==> src/rtl/vga_plot_pkg.sv <==
`default_nettype none
// ============================================================================
// Module   : vga_plot_pkg
// Purpose  : Shared constants and types for the VGA pixel-write arbiter:
//            screen geometry, pixel field widths and FSM state encodings.
// Revision : 1.0  initial release
// ============================================================================
package vga_plot_pkg;

    localparam int SCREEN_W = 160;
    localparam int SCREEN_H = 120;

    localparam int X_W   = 8;
    localparam int Y_W   = 7;
    localparam int C_W   = 3;
    localparam int IDX_W = 3;

    // Arbiter states; the enum documents the encoding, the localparams are
    // what the FSM register is compared against.
    typedef enum logic [0:0] {
        IDLE  = 1'b0,
        BURST = 1'b1
    } plot_state_e;

    localparam logic [0:0] ST_IDLE  = 1'b0;
    localparam logic [0:0] ST_BURST = 1'b1;

endpackage : vga_plot_pkg
`default_nettype wire

==> src/rtl/vga_plot_arbiter_rr_pick.sv <==
`default_nettype none
// ============================================================================
// Module   : vga_plot_arbiter_rr_pick
// Purpose  : Combinational round-robin priority encoder. Returns the first
//            set bit of i_valid searching upward from i_start, with wrap.
// Ports    : i_valid  - request vector
//            i_start  - index searched first (must be < NUM_REQ)
//            o_idx    - selected index (0 when nothing is set)
//            o_any    - at least one request is set
// Revision : 1.0  initial release
// ============================================================================
module vga_plot_arbiter_rr_pick
    import vga_plot_pkg::*;
#(
    parameter int NUM_REQ = 4
) (
    input  logic [NUM_REQ-1:0] i_valid,
    input  logic [IDX_W-1:0]   i_start,
    output logic [IDX_W-1:0]   o_idx,
    output logic               o_any
);

    logic [3:0]       w_cand;
    logic [IDX_W-1:0] w_idx;
    logic             w_found;

    always_comb begin
        w_cand  = '0;
        w_idx   = '0;
        w_found = 1'b0;
        for (int k = 0; k < NUM_REQ; k++) begin
            // Wrap by explicit compare so non power-of-two counts work.
            w_cand = {1'b0, i_start} + 4'(k);
            if (w_cand >= 4'(NUM_REQ)) begin
                w_cand = w_cand - 4'(NUM_REQ);
            end
            for (int j = 0; j < NUM_REQ; j++) begin
                if (!w_found && (w_cand == 4'(j)) && i_valid[j]) begin
                    w_found = 1'b1;
                    w_idx   = IDX_W'(j);
                end
            end
        end
    end

    assign o_idx = w_idx;
    assign o_any = w_found;

endmodule : vga_plot_arbiter_rr_pick
`default_nettype wire

==> src/rtl/vga_plot_arbiter.sv <==
`default_nettype none
// ============================================================================
// Module   : vga_plot_arbiter
// Purpose  : Shares the VGA adapter's single pixel-write port between several
//            drawing engines. Round-robin grant with burst locking; a burst
//            ends on req_last, after MAX_BURST beats, or after the owner has
//            been silent for IDLE_TIMEOUT cycles. One beat is one pixel.
// Ports    : CLOCK_50, reset (sync, active high)
//            req_valid/req_x/req_y/req_colour/req_last  packed requester side
//            req_ready                                  one-hot to owner in BURST
//            vga_x/vga_y/vga_colour/vga_plot            registered adapter side
//            grant_id, busy                             registered status
//            drop_count                                 saturating off-screen count
// Revision : 1.0  initial release
// ============================================================================
module vga_plot_arbiter
    import vga_plot_pkg::*;
#(
    parameter int NUM_REQ      = 4,
    parameter int MAX_BURST    = 64,
    parameter int IDLE_TIMEOUT = 16,
    parameter int X_MAX        = SCREEN_W,
    parameter int Y_MAX        = SCREEN_H
) (
    input  logic                   CLOCK_50,
    input  logic                   reset,
    input  logic [NUM_REQ-1:0]     req_valid,
    input  logic [X_W*NUM_REQ-1:0] req_x,
    input  logic [Y_W*NUM_REQ-1:0] req_y,
    input  logic [C_W*NUM_REQ-1:0] req_colour,
    input  logic [NUM_REQ-1:0]     req_last,
    output logic [NUM_REQ-1:0]     req_ready,
    output logic [X_W-1:0]         vga_x,
    output logic [Y_W-1:0]         vga_y,
    output logic [C_W-1:0]         vga_colour,
    output logic                   vga_plot,
    output logic [IDX_W-1:0]       grant_id,
    output logic                   busy,
    output logic [15:0]            drop_count
);

    localparam logic [7:0] c_MAX_BURST = 8'(MAX_BURST);
    localparam logic [7:0] c_IDLE_LIM  = 8'(IDLE_TIMEOUT - 1);
    localparam logic [8:0] c_X_MAX     = 9'(X_MAX);
    localparam logic [7:0] c_Y_MAX     = 8'(Y_MAX);

    logic [0:0]       r_state;
    logic [IDX_W-1:0] r_owner;
    logic [IDX_W-1:0] r_rr_ptr;
    logic [7:0]       r_beat_cnt;
    logic [7:0]       r_idle_cnt;
    logic [X_W-1:0]   r_vga_x;
    logic [Y_W-1:0]   r_vga_y;
    logic [C_W-1:0]   r_vga_c;
    logic             r_plot;
    logic [15:0]      r_drop;

    logic [IDX_W-1:0]   w_pick_idx;
    logic               w_pick_any;
    logic [NUM_REQ-1:0] w_ready;
    logic [X_W-1:0]     w_x;
    logic [Y_W-1:0]     w_y;
    logic [C_W-1:0]     w_c;
    logic               w_last;
    logic               w_accept;
    logic [7:0]         w_beat_next;
    logic               w_in_range;
    logic               w_release;
    logic [IDX_W-1:0]   w_next_ptr;

    vga_plot_arbiter_rr_pick #(
        .NUM_REQ (NUM_REQ)
    ) u_rr_pick (
        .i_valid (req_valid),
        .i_start (r_rr_ptr),
        .o_idx   (w_pick_idx),
        .o_any   (w_pick_any)
    );

    // Owner selection: ready is a pure function of state, and the owner's
    // fields are muxed onto the shared datapath.
    always_comb begin
        w_ready  = '0;
        w_x      = '0;
        w_y      = '0;
        w_c      = '0;
        w_last   = 1'b0;
        w_accept = 1'b0;
        for (int j = 0; j < NUM_REQ; j++) begin
            if ((r_state == ST_BURST) && (r_owner == IDX_W'(j))) begin
                w_ready[j] = 1'b1;
                w_x        = req_x[X_W*j +: X_W];
                w_y        = req_y[Y_W*j +: Y_W];
                w_c        = req_colour[C_W*j +: C_W];
                w_last     = req_last[j];
                w_accept   = req_valid[j];
            end
        end
    end

    assign w_beat_next = r_beat_cnt + 8'd1;
    assign w_in_range  = ({1'b0, w_x} < c_X_MAX) && ({1'b0, w_y} < c_Y_MAX);
    assign w_next_ptr  = (r_owner == IDX_W'(NUM_REQ - 1)) ? '0 : r_owner + 1'b1;

    // The timeout fires on the cycle the idle counter would reach the limit;
    // a beat arriving on that same cycle is still taken before letting go.
    assign w_release = (r_state == ST_BURST) &&
                       ((w_accept && (w_last || (w_beat_next == c_MAX_BURST))) ||
                        (r_idle_cnt == c_IDLE_LIM));

    always_ff @(posedge CLOCK_50) begin
        if (reset) begin
            r_state    <= ST_IDLE;
            r_owner    <= '0;
            r_rr_ptr   <= '0;
            r_beat_cnt <= '0;
            r_idle_cnt <= '0;
            r_vga_x    <= '0;
            r_vga_y    <= '0;
            r_vga_c    <= '0;
            r_plot     <= 1'b0;
            r_drop     <= '0;
        end else begin
            if (r_state == ST_IDLE) begin
                if (w_pick_any) begin
                    r_state    <= ST_BURST;
                    r_owner    <= w_pick_idx;
                    r_beat_cnt <= '0;
                    r_idle_cnt <= '0;
                end
            end else begin
                if (w_accept) begin
                    r_beat_cnt <= w_beat_next;
                    r_idle_cnt <= '0;
                end else begin
                    r_idle_cnt <= r_idle_cnt + 8'd1;
                end
                if (w_release) begin
                    r_state  <= ST_IDLE;
                    r_rr_ptr <= w_next_ptr;
                end
            end

            r_plot <= w_accept && w_in_range;
            if (w_accept) begin
                r_vga_x <= w_x;
                r_vga_y <= w_y;
                r_vga_c <= w_c;
            end
            if (w_accept && !w_in_range && (r_drop != 16'hFFFF)) begin
                r_drop <= r_drop + 16'd1;
            end
        end
    end

    assign req_ready  = w_ready;
    assign vga_x      = r_vga_x;
    assign vga_y      = r_vga_y;
    assign vga_colour = r_vga_c;
    assign vga_plot   = r_plot;
    assign grant_id   = r_owner;
    assign busy       = r_state[0];
    assign drop_count = r_drop;

endmodule : vga_plot_arbiter
`default_nettype wire
==> config.mk <==
export PLATFORM = sky130hd
export DESIGN_NAME = vga_plot_arbiter
export DESIGN_NICKNAME = d
export VERILOG_FILES = /design/src/rtl/vga_plot_pkg.sv /design/src/rtl/vga_plot_arbiter_rr_pick.sv /design/src/rtl/vga_plot_arbiter.sv
export SDC_FILE = /design/constraint.sdc
export NUM_CORES = 1
export LEC_CHECK = 0
export BUFFER_PORTS_ARGS = -buffer_cell sky130_fd_sc_hd__buf_2
export CAP_MARGIN = 10
export CORE_UTILIZATION = 51
export CTS_CLUSTER_DIAMETER = 60
export CTS_CLUSTER_SIZE = 14
export DETAILED_ROUTE_END_ITERATION = 8
export GPL_ROUTABILITY_DRIVEN = 0
export PLACE_DENSITY = 0.81
export SLEW_MARGIN = 20
export SYNTH_ARGS = -nofsm -noshare
export SYNTH_HDL_FRONTEND = slang
export SYNTH_HIERARCHICAL = 1
export SYNTH_SLANG_ARGS = --single-unit
export TNS_END_PERCENT = 10
==> constraint.sdc <==
create_clock -name CLOCK_50 -period 3.1 [get_ports CLOCK_50]
set_input_delay 0 -clock CLOCK_50 [delete_from_list [all_inputs] [get_ports CLOCK_50]]
set_output_delay 0 -clock CLOCK_50 [all_outputs]
set_load 0.02 [all_outputs]
-- Word level (Yosys, flattened, before mapping)
Cells that the tools add are included.
- equality and inequality tests: 19
- $add $sub $neg: 11
- muxes and demuxes: 68
- bitwise logic cells: 1
- $lt $le $gt $ge: 6
- reductions and logical operators: 68
- operators by type and width (operator ; number):
    $mux 8 ; 9
    $logic_and 1x1->1 ; 41
    $eq 4x2->1 const B ; 8
    $mux 1 ; 32
    $mux 2 ; 14
    $mux 7 ; 4
    $add 16x1->16 const B ; 1
    $add 8x1->8 const B ; 2
    $eq 4x1->1 const B ; 4
    $logic_not 1->1 ; 16
    $logic_not 4->1 ; 4
    $mux 4 ; 4
    $ne 16x16->1 const B ; 1
    $mux 3 ; 5
    $ge 4x3->1 const B ; 3
    $sub 4x3->4 const B ; 3
    $add 3x2->4 const B ; 2
    $eq 8x4->1 const B ; 1
    $eq 8x7->1 const B ; 1
    $lt 8x8->1 const B ; 1
    $lt 7x7->1 const B ; 1
    $eq 3x2->1 const B ; 2
    $reduce_and 2->1 ; 3
    $add 3x1->4 const B ; 1
    9 further kinds ; 10
- output and inout port bits: 43
- register bits after elaboration: 58
- word-level logic and storage cells: 183

-- Depth between registers and ports, before layout
Gate-level depths: netlist of run 1.
- depth after elaboration: 67
- mapped depth: 15
- gate-level depth less buffers: 12

-- Modules after synthesis
The synthesis of run 1 kept the hierarchy.
- by module, submodules not included (module ; area an instance (um2) ; sequential area each (um2) ; cells each ; times used):
    vga_plot_arbiter ; 3320.7 ; 1161.1 ; 420 ; 1
    vga_plot_arbiter_rr_pick ; 417.9 ; 0.0 ; 62 ; 1

-- Least setup slack after synthesis of run 1
Ideal clock, no wire load.
- path type: reg2reg
- from: register r_rr_ptr[1]
- to: register r_beat_cnt[6]
- path slack: 0.394 ns
- buffers on the path: 3
- setup time: 0.086 ns
- cell stages (with the launch flop): 15
- arrival: 2.620 ns
- data required time: 3.014 ns
- period minus slack after synthesis: 2.706 ns
- cell sequence: dfxtp_1 buf_6 clkbuf_1 nor2_1 xnor2_1 ha_1 nor2b_1 o211a_1 o21ai_1 nand4b_1 nor2b_1 clkbuf_1 nor2_1 a21oi_1 a211oi_1
- cells in the longest elaborated chain, start to end: 67
- elaborated cells on any way between the ends: 95
- RTL lines (element ; line ; text):
    start: declaration ; vga_plot_arbiter.sv:49 ; logic [IDX_W-1:0] r_rr_ptr;
    start signal: assignment ; vga_plot_arbiter.sv:140 ; r_rr_ptr <= w_next_ptr;
    $sub 3x3->4 or $ge 3x3->1 (tied branches) ; vga_plot_arbiter_rr_pick.sv:35, vga_plot_arbiter_rr_pick.sv:34 ;
    $mux 4 ; vga_plot_arbiter_rr_pick.sv:34 ; if (w_cand >= 4'(NUM_REQ)) begin
    $logic_not 4->1 ; vga_plot_arbiter_rr_pick.sv:38 ; if (!w_found && (w_cand == 4'(j)) && i_valid[j]) begin
    $logic_and 1x1->1 ; vga_plot_arbiter_rr_pick.sv:38 ;
    $mux 1 ; vga_plot_arbiter_rr_pick.sv:38 ;
    $logic_not 1->1 ; vga_plot_arbiter_rr_pick.sv:38 ;
    $logic_and 1x1->1 (2 in series) ; vga_plot_arbiter_rr_pick.sv:38 ;
    $mux 1 ; vga_plot_arbiter_rr_pick.sv:38 ;
    [... 49 more ...] ; -- ;
    $logic_and 1x1->1 (2 in series) ; vga_plot_arbiter_rr_pick.sv:38 ;
    $mux 1 ; vga_plot_arbiter_rr_pick.sv:38 ;
    $logic_not 1->1 ; vga_plot_arbiter_rr_pick.sv:38 ;
    $logic_and 1x1->1 (2 in series) ; vga_plot_arbiter_rr_pick.sv:38 ;
    $mux 1 * ; vga_plot_arbiter_rr_pick.sv:38 ;
    net w_pick_any ; vga_plot_arbiter.sv:59 ; logic w_pick_any;
    $reduce_bool 2->1 (no line) * ; -- ;
    $reduce_and 2->1 (no line) * ; -- ;
    end signal: assignment ; vga_plot_arbiter.sv:133 ; r_beat_cnt <= w_beat_next;
    end: declaration ; vga_plot_arbiter.sv:50 ; logic [7:0] r_beat_cnt;
The timed path passes the listed nets; every way through them passes the cells marked *.
A chain may end at the register's enable or synchronous reset.

-- Final worst setup path of run 1
- from: register r_owner[0], in the netlist grant_id[0]
- to: register r_idle_cnt[7]
- cells in the longest elaborated chain, start to end: 8
- elaborated cells on any way between the ends: 14
- RTL lines (element ; line ; text):
    start: declaration ; vga_plot_arbiter.sv:48 ; logic [IDX_W-1:0] r_owner;
    start signal: assignment ; vga_plot_arbiter.sv:127 ; r_owner <= w_pick_idx;
    $logic_not 3->1 ; vga_plot_arbiter.sv:90 ; if ((r_state == ST_BURST) && (r_owner == IDX_W'(j))) begin
    $logic_and 1x1->1 ; vga_plot_arbiter.sv:90 ;
    $mux 1 (3 in series) ; vga_plot_arbiter.sv:90 ;
    $mux 1 * ; vga_plot_arbiter.sv:90 ;
    $mux 8 * ; vga_plot_arbiter.sv:132 ; if (w_accept) begin
    $mux 8 * ; vga_plot_arbiter.sv:124 ; if (r_state == ST_IDLE) begin
    end signal: assignment ; vga_plot_arbiter.sv:136 ; r_idle_cnt <= r_idle_cnt + 8'd1;
    end: declaration ; vga_plot_arbiter.sv:51 ; logic [7:0] r_idle_cnt;
Mark *: on every way between the ends. The rest lies on a longest branch, timed or not.

==> out/metrics.cfg, run 1 <==
[critical_path]
reg2reg_to=r_idle_cnt[7]$_SDFFE_PP0P_
reg2reg_from=grant_id[0]$_SDFFE_PP0P_
critPathCaptureType=flop
start_kind=flop
cp.arrival_ns=3.13
crit_required_ns=3.35
crit_type=reg2reg
r2r_slack_ns=0.22
cp_max_fo=15
r2r_cells=8

[cells_and_area]
final_area_mm2=0.00458
syn_to_final_growth_pct=22.4
nets=688
layout-drive-gt1-share=0.290
fin_util=0.659
insertedDiodeCount=0
n_fill_cell=602

[global_routing]
grt_max_degree=44
grt_usage=0.276
grt_pass1_vias=3596
antenna_found_initial=0
grt_first_pass_wirelength_um=16600
overflow=0

[run_status]
status=finished, final reports clean

[hold_path]
whs_endpoint=vga_colour[2]$_SDFFE_PP0P_
hold_path_depth=5
min_path_type=in2reg
hold_path_startpoint=req_colour[11]

[clock_tree]
cts_resized=0
clock_path_buffers=2
path_clk_slew_ns=0.07
clk_latency_ns=0.34
clock_sinks=58
cts_tree=built
cts_made_buffers=9
postCtsSetupRepairBufs=0
h-tree-depth=3
postCtsHoldBufs=0
cts_root_buf=clkbuf_8

[timing]
setup_viol=0
maxSlewHeadroom=0.469
finalHoldViolCount=0
tightest_slew_ns=0.796
drv_slew=0
skew_ns=0.00718
fin_crit_sh=0.929
worst_hold_slack_ns=0.0335
fin_tns_setup_ns=0
rsz0062_at_grt=no
final.min_clock_period_ns=2.88
fmax_ghz=0.347

[logic_synthesis]
yosysUniqueCellTypes=68
synthMostInstantiatedCell=nor2_1
syn_inst=482
synth-main-ff-cell=dfxtp_1
ys_ff_latch=58
ys_warn_count=6
yosys.area.top_type=dfxtp_1
synth-edff-count=0
synthArstFlopShare=0
ys_seq_area_frac=0.311
synth_nets=575
avgSynthCellArea_um2=7.76
synth_top_cell_area_share=0.311
syn-cell-area_mm2=0.00374
netlist_top_cells_count=nor2_1, dfxtp_1, a21oi_1, nand2_1, o21ai_0
synth.area.top_cells=dfxtp_1, nor2_1, a21oi_1, o21ai_0, ha_1

[routing]
wire_per_inst_um=14.9
drt_iter0_markers=206
drt_first_pass_iters=5
ant_nets=0
drc=0
viasPerCell=5.82
routed_wirelength_um=10400
vias=4054

[place]
hpwl_um=7770
port_buffers=124
dpl_cell_area_mm2=0.00439

[power_and_ir_drop]
switching_share=0.302
power_density_mw_per_mm2=405
p_total_w=0.00185
p_sw_w=0.000559
p_seq_frac=0.432
p_int_w=0.00129
leakage_nw=1.87
power_frac_clock=0.353
peakVddDrop_mv=0.237
comb_power_share=0.215

[floorplan]
rows=30
pin_count=125
core_area_mm2=0.00694
die_area_mm2=0.00768
dieHeight_um=87.6
initial_core_util=0.538
die_w_um=87.6

[run]
maxCapViolations=0

metrics by stage:
step / worst slack (ns) / cells
final: 0.219 / 696
after global routing: 0.00615 / 696
after CTS: 0.233 / 696
after detailed placement: 0.242 / 680
after global placement: 0.422 / 680
after floorplan: 0.394 / 482
state kept, by name (all words and copies together), names as in the netlist:
| register | count |
|---|---|
| busy | 1 |
| drop_count | 16 |
| grant_id | 3 |
| r_beat_cnt | 8 |
| r_idle_cnt | 8 |
| r_rr_ptr | 3 |
| vga_colour | 3 |
| vga_plot | 1 |
| vga_x | 8 |
| vga_y | 7 |
routing by layer:
layer,track usage,up-vias,routed length (µm)
met5,0,-,0
met4,0.113,0,286
met3,0.0584,24,675
met2,0.438,174,4650
met1,0.365,1852,4750
li1,-,2004,-
cells in the final DEF (no fill, tap or decap), drive strengths merged, types with 10 or more instances in the layout:
master and n:
o21ai 38, nand2 31, and3 10, ha 11
o311ai 11, nand3 14, nor2b 15, buf 138
dfxtp 58, a221oi 11, inv 12, a21oi 46
clkbuf 13, nor2 69
final cells by class:
class / instances / area (µm²) / share of cell area
clock buffers: 13 / 169 / 0.0369
well taps: 96 / 120 / 0.0262
flip-flops and latches: 58 / 1160 / 0.254
inverters: 12 / 45.0 / 0.00984
multi-input cells: 376 / 2330 / 0.510
clock inverters: 3 / 22.5 / 0.00492
repair buffers: 138 / 726 / 0.159
worst max-delay path by stage:
| stage | startpoint | end | cells after the start |
|---|---|---|---|
| floorplan | r_rr_ptr[1]$_SDFFE_PP0P_ | r_beat_cnt[6]$_SDFFE_PP0P_ | 14 |
| global placement | grant_id[0]$_SDFFE_PP0P_ | r_idle_cnt[6]$_SDFFE_PP0P_ | 8 |
| detailed placement | grant_id[0]$_SDFFE_PP0P_ | r_idle_cnt[7]$_SDFFE_PP0P_ | 8 |
| CTS | grant_id[0]$_SDFFE_PP0P_ | r_idle_cnt[7]$_SDFFE_PP0P_ | 8 |
| global route | grant_id[0]$_SDFFE_PP0P_ | r_idle_cnt[7]$_SDFFE_PP0P_ | 8 |
| finish | grant_id[0]$_SDFFE_PP0P_ | r_idle_cnt[7]$_SDFFE_PP0P_ | 8 |
power groups by stage:
stage / registers (W) / logic, W / clock network, W
5_1_grt: 0.000803 / 0.000437 / 0.000705
4_1_cts: 0.000799 / 0.000395 / 0.000666
3_5_place_dp: 0.000814 / 0.000394 / 0
6_report: 0.000799 / 0.000398 / 0.000654
2_1_floorplan: 0.000841 / 0.000225 / 0
3_3_place_gp: 0.000814 / 0.000385 / 0
worst max-delay path: stages (launching register included):
cell and delay (ns):
dfxtp_1 0.42, inv_1 0.11, ha_1 0.37, a21oi_1 0.17, o21ai_0 0.14, a32oi_1 0.65, nand2_1 0.36, or3_1 0.43
a21oi_1 0.14
kinds of logic (layout without fill, tap and decap cells):
family,after synthesis,count (layout),synth area share
xor gates and xnor gates,2,2,0.00469
AOI/OAI and AO/OA,149,149,0.265
and+or+nand+nor,205,205,0.294
muxes,7,7,0.0201
other,1,1,0.00100
buffers and inverters,48,166,0.0653
DFF,58,58,0.311
adders and majority gates,12,12,0.0395
(Power assumes the default switching activity.)
==> inputs of run 2 (changes only) <==
--- a/config.mk
+++ b/config.mk
@@ -12,7 +12,8 @@
 export CTS_CLUSTER_SIZE = 14
 export DETAILED_ROUTE_END_ITERATION = 8
 export GPL_ROUTABILITY_DRIVEN = 0
-export PLACE_DENSITY = 0.81
+export GPL_TIMING_DRIVEN = 0
+export PLACE_DENSITY = 0.87
 export SLEW_MARGIN = 20
 export SYNTH_ARGS = -nofsm -noshare
 export SYNTH_HDL_FRONTEND = slang
==> out/metrics.cfg, run 2 (synthesized netlist as in run 1, its figures left out) <==
[routing]
drc=0
routed_wirelength_um=11600
ant_nets=0
drt_iter0_markers=250
wire_per_inst_um=16.2
drt_first_pass_iters=5
viasPerCell=6.00
vias=4299

[timing]
fin_crit_sh=0.935
worst_hold_slack_ns=0.0245
finalHoldViolCount=0
drv_slew=0
maxSlewHeadroom=0.628
skew_ns=0.00878
final.min_clock_period_ns=2.90
setup_viol=0
tightest_slew_ns=0.555
fin_tns_setup_ns=0
fmax_ghz=0.345

[floorplan]
die_area_mm2=0.00768
pin_count=125
dieHeight_um=87.6
initial_core_util=0.538
rows=30
core_area_mm2=0.00694
die_w_um=87.6

[power_and_ir_drop]
p_seq_frac=0.419
leakage_nw=1.92
p_sw_w=0.000576
comb_power_share=0.222
power_frac_clock=0.358
switching_share=0.303
p_int_w=0.00133
power_density_mw_per_mm2=407
peakVddDrop_mv=0.225

[run_status]
status=finished, final reports clean

[global_routing]
grt_pass1_vias=3943
grt_first_pass_wirelength_um=18400
overflow=0
antenna_found_initial=0
grt_usage=0.312
grt_max_degree=18

[critical_path]
start_kind=flop
r2r_slack_ns=0.20
crit_type=reg2reg
critPathCaptureType=flop
reg2reg_from=r_rr_ptr[0]$_SDFFE_PP0P_
cp_max_fo=10
cp.arrival_ns=3.15
reg2reg_to=r_beat_cnt[6]$_SDFFE_PP0P_
crit_required_ns=3.35
r2r_cells=13

[clock_tree]
cts_made_buffers=9
clock_sinks=58
postCtsHoldBufs=0
postCtsSetupRepairBufs=0
path_clk_slew_ns=0.07
h-tree-depth=3
clock_path_buffers=2
cts_tree=built
clk_latency_ns=0.34
cts_root_buf=clkbuf_8

[cells_and_area]
layout_commonest_cell=buf_2
final_cell_mix=buf_2, nor2_1, dfxtp_1
syn_to_final_growth_pct=25.0
final_cells=716
n_fill_cell=588
layout-drive-gt1-share=0.286
nets=708
largest_register_ff_count=16
multi_input_area_mm2=0.00234
seq_area_mm2=0.00116

[place]
placed_cells=701
hpwl_um=8780
port_buffers=123

[run]
maxCapViolations=0

[hold_path]
min_path_type=in2reg
hold_path_depth=5
whs_endpoint=vga_x[4]$_SDFFE_PP0P_
hold_path_startpoint=req_x[28]

==> run 2: power groups by stage <==
stage	logic (W)	clock network (W)	registers, W
3_5_place_dp	0.000410	0	0.000813
2_1_floorplan	0.000225	0	0.000841
3_3_place_gp	0.000399	0	0.000812
5_1_grt	0.000459	0.000717	0.000801
4_1_cts	0.000414	0.000685	0.000797
6_report	0.000423	0.000682	0.000798
==> run 2: layout make-up <==
class,count,area share
Clock buffer,12,0.0311
Sequential cell,58,0.248
Inverter,12,0.00964
Buffer,35,0.0431
Clock inverter,3,0.00857
Tap cell,96,0.0257
Timing Repair Buffer,123,0.132
Multi-Input combinational cell,376,0.501
Antenna cell,1,0.000535
==> run 2: worst max path at each step <==
stage                              from                         end  cells after the start
2_1_floorplan  r_rr_ptr[1]$_SDFFE_PP0P_  r_beat_cnt[6]$_SDFFE_PP0P_                     14
3_3_place_gp   r_rr_ptr[1]$_SDFFE_PP0P_  r_beat_cnt[5]$_SDFFE_PP0P_                     15
3_5_place_dp   r_rr_ptr[1]$_SDFFE_PP0P_  r_beat_cnt[5]$_SDFFE_PP0P_                     15
4_1_cts        r_rr_ptr[0]$_SDFFE_PP0P_  r_beat_cnt[5]$_SDFFE_PP0P_                     14
5_1_grt        r_rr_ptr[0]$_SDFFE_PP0P_  r_beat_cnt[5]$_SDFFE_PP0P_                     14
6_report       r_rr_ptr[0]$_SDFFE_PP0P_  r_beat_cnt[6]$_SDFFE_PP0P_                     13
==> run 2: worst max-delay path, cell delays in order (launching register included) <==
cell and delay, ns:
dfxtp_1 0.34, clkbuf_4 0.19, nor2_1 0.20, xnor2_1 0.12, ha_1 0.33, nor2_1 0.06, nor4b_2 0.15, a21oi_1 0.17
nand4b_1 0.30, nor2b_1 0.24, buf_2 0.18, nor2_2 0.24, a21oi_1 0.07, a211oi_1 0.23
==> run 2: timing repair <==
item	CTS	global route
gates resized for setup	0	10
hold endpoints to repair	0	0
endpoints found under the setup margin	7	17
pin swaps	0	1
==> run 2: per-layer routing <==
| metal | share of wire | global-route usage |
|---|---|---|
| met1 | 0.42 | 0.378 |
| met2 | 0.48 | 0.522 |
| met3 | 0.082 | 0.0867 |
| met4 | 0.022 | 0.127 |
| met5 | 0 | 0 |
==> run 2: through the flow <==
stage	power (W)	setup slack, ns	area (µm²)	utilization
after detailed placement	0.00122	-0.182	4470	0.644
after floorplan	0.00107	0.394	3740	-
after global routing	0.00198	-0.0161	4670	0.673
final	0.00190	0.203	4670	0.673
after global placement	0.00121	-0.0723	4470	0.644
after CTS	0.00190	0.0375	4660	0.670
==> inputs of run 3 (changes only) <==
--- a/config.mk
+++ b/config.mk
@@ -7,13 +7,13 @@
 export LEC_CHECK = 0
 export BUFFER_PORTS_ARGS = -buffer_cell sky130_fd_sc_hd__buf_2
 export CAP_MARGIN = 10
-export CORE_UTILIZATION = 51
+export CORE_UTILIZATION = 40
 export CTS_CLUSTER_DIAMETER = 60
 export CTS_CLUSTER_SIZE = 14
 export DETAILED_ROUTE_END_ITERATION = 8
 export GPL_ROUTABILITY_DRIVEN = 0
 export GPL_TIMING_DRIVEN = 0
-export PLACE_DENSITY = 0.87
+export PLACE_DENSITY = 0.72
 export SLEW_MARGIN = 20
 export SYNTH_ARGS = -nofsm -noshare
 export SYNTH_HDL_FRONTEND = slang
==> out/metrics.cfg, run 3 (synthesized netlist as in run 1, its figures left out) <==
[timing]
finalHoldViolCount=0
drv_slew=0
fin_crit_sh=0.929
worst_hold_slack_ns=0.0209
tightest_slew_ns=0.654
setup_viol=0
final.min_clock_period_ns=2.88
maxSlewHeadroom=0.564
rsz0062_at_grt=no
skew_ns=0.0104
fmax_ghz=0.347

[critical_path]
crit_type=reg2reg
start_kind=flop
critPathCaptureType=flop
r2r_cells=10
cp.arrival_ns=3.15
cp_max_fo=10
path_cells=inv_1 -> ha_1 -> buf_2 -> nor2b_1 -> nor3_2 -> a32o_1 -> clkbuf_1 -> buf_1 -> o211ai_1 -> a21oi_1
reg2reg_to=vga_y[6]$_SDFFE_PP0P_
critPathMaxStageDelay_ns=0.43
r2r_slack_ns=0.22
reg2reg_from=grant_id[0]$_SDFFE_PP0P_
crit_required_ns=3.37
crit_slowest_cell=dfxtp_1

[cells_and_area]
nets=708
final_area_mm2=0.00474
final_cell_mix=buf_2, nor2_1, dfxtp_1
syn_to_final_growth_pct=26.8
insertedDiodeCount=0
layout_commonest_cell=buf_2
layout-drive-gt1-share=0.287
largest_register_ff_count=16
final_cells=728

[clock_tree]
postCtsSetupRepairBufs=0
path_clk_slew_ns=0.08
cts_tree=built
clock_path_buffers=2
cts_made_buffers=9
clock_sinks=58
clk_latency_ns=0.34
cts_root_buf=clkbuf_8
h-tree-depth=3

[place]
placed_cells=713
hpwl_um=8730
port_buffers=123
dpl_cell_area_mm2=0.00449

[floorplan]
pin_count=125
core_area_mm2=0.00889
die_w_um=98.7
die_area_mm2=0.00974
dieHeight_um=98.7
rows=34
initial_core_util=0.420

[power_and_ir_drop]
power_density_mw_per_mm2=442
peakVddDrop_mv=0.207
leakage_nw=1.95
p_total_w=0.00209

[routing]
routed_wirelength_um=11300
drt_iter0_markers=254
drc=0
vias=4152
drt_first_pass_iters=5
ant_nets=0
wire_per_inst_um=15.5
viasPerCell=5.70

[run_status]
status=finished, final reports clean

[global_routing]
grt_pass1_vias=3834
grt_first_pass_wirelength_um=18300
grt_usage=0.235
grt_max_degree=18
antenna_found_initial=0
overflow=0

[hold_path]
whs_endpoint=vga_x[4]$_SDFFE_PP0P_
hold_path_startpoint=req_x[28]
hold_path_depth=5
min_path_type=in2reg

[run]
maxCapViolations=0

[run 3: changes by cell type in the layout (fill, tap and decap cells not counted), sizes merged]
cell / previous run / this run
clkinv: 2 / 3
clkbuf: 31 / 27
inv: 12 / 13
bufinv: 1 / 3
diode: 1 / 0
buf: 139 / 140
[run 3: layout make-up]
cell class,count,area (µm²)
buffer,35,198
clock buffer,9,124
clock inverter,7,125
fill,818,4150
inverter,12,45.0
multi-input combinational,376,2340
sequential,58,1160
tap,108,135
timing repair buffer,123,616
[run 3: stage by stage]
step / setup TNS (ns) / worst slack (ns) / util
2_1_floorplan: 0 / 0.394 / -
3_3_place_gp: -0.686 / -0.123 / 0.505
3_5_place_dp: -0.529 / -0.110 / 0.505
4_1_cts: 0 / 0.143 / 0.533
5_1_grt: 0 / 0.0103 / 0.533
6_report: 0 / 0.221 / 0.533
[run 3: how the worst max path moves through the flow]
stage,from,to,slack [ns]
final,grant_id[0]$_SDFFE_PP0P_,vga_y[6]$_SDFFE_PP0P_,0.22
after global routing,grant_id[0]$_SDFFE_PP0P_,vga_y[6]$_SDFFE_PP0P_,0.01
after CTS,r_rr_ptr[0]$_SDFFE_PP0P_,r_beat_cnt[4]$_SDFFE_PP0P_,0.14
after detailed placement,r_rr_ptr[1]$_SDFFE_PP0P_,r_beat_cnt[6]$_SDFFE_PP0P_,-0.11
after global placement,r_rr_ptr[1]$_SDFFE_PP0P_,r_beat_cnt[2]$_SDFFE_PP0P_,-0.12
after floorplan,r_rr_ptr[1]$_SDFFE_PP0P_,r_beat_cnt[6]$_SDFFE_PP0P_,0.39
[run 3: where the power goes]
part | internal [W] | switching, W | total [W]
registers | 0.000776 | 0.0000207 | 0.000796
clock network | 0.000540 | 0.000340 | 0.000880
logic | 0.000164 | 0.000252 | 0.000416
total | 0.00148 | 0.000613 | 0.00209
[run 3: critical path, delay by kind of cell, from the launching register on]
family / cells / cell delay, ns
buf+inv: 4 / 1.11
compound gates: 3 / 0.69
flops: 1 / 0.43
simple gates: 2 / 0.29
fa+ha+maj: 1 / 0.29
[run 3: timing repair]
item | 4_1_cts | 5_1_grt
resized for setup | 0 | 6
hold buffers | 0 | 0
pin swaps | 0 | 0
endpoints found under the setup margin | 7 | 13
[run 3: routing by layer]
metal / global-route usage / wire, µm / vias up / part of all wire
met2: 0.365 / 5090 / 162 / 0.45
met3: 0.0383 / 629 / 19 / 0.056
li1: - / - / 2041 / -
met4: 0.101 / 229 / 0 / 0.020
met5: 0 / 0 / - / 0
met1: 0.322 / 5340 / 1930 / 0.47
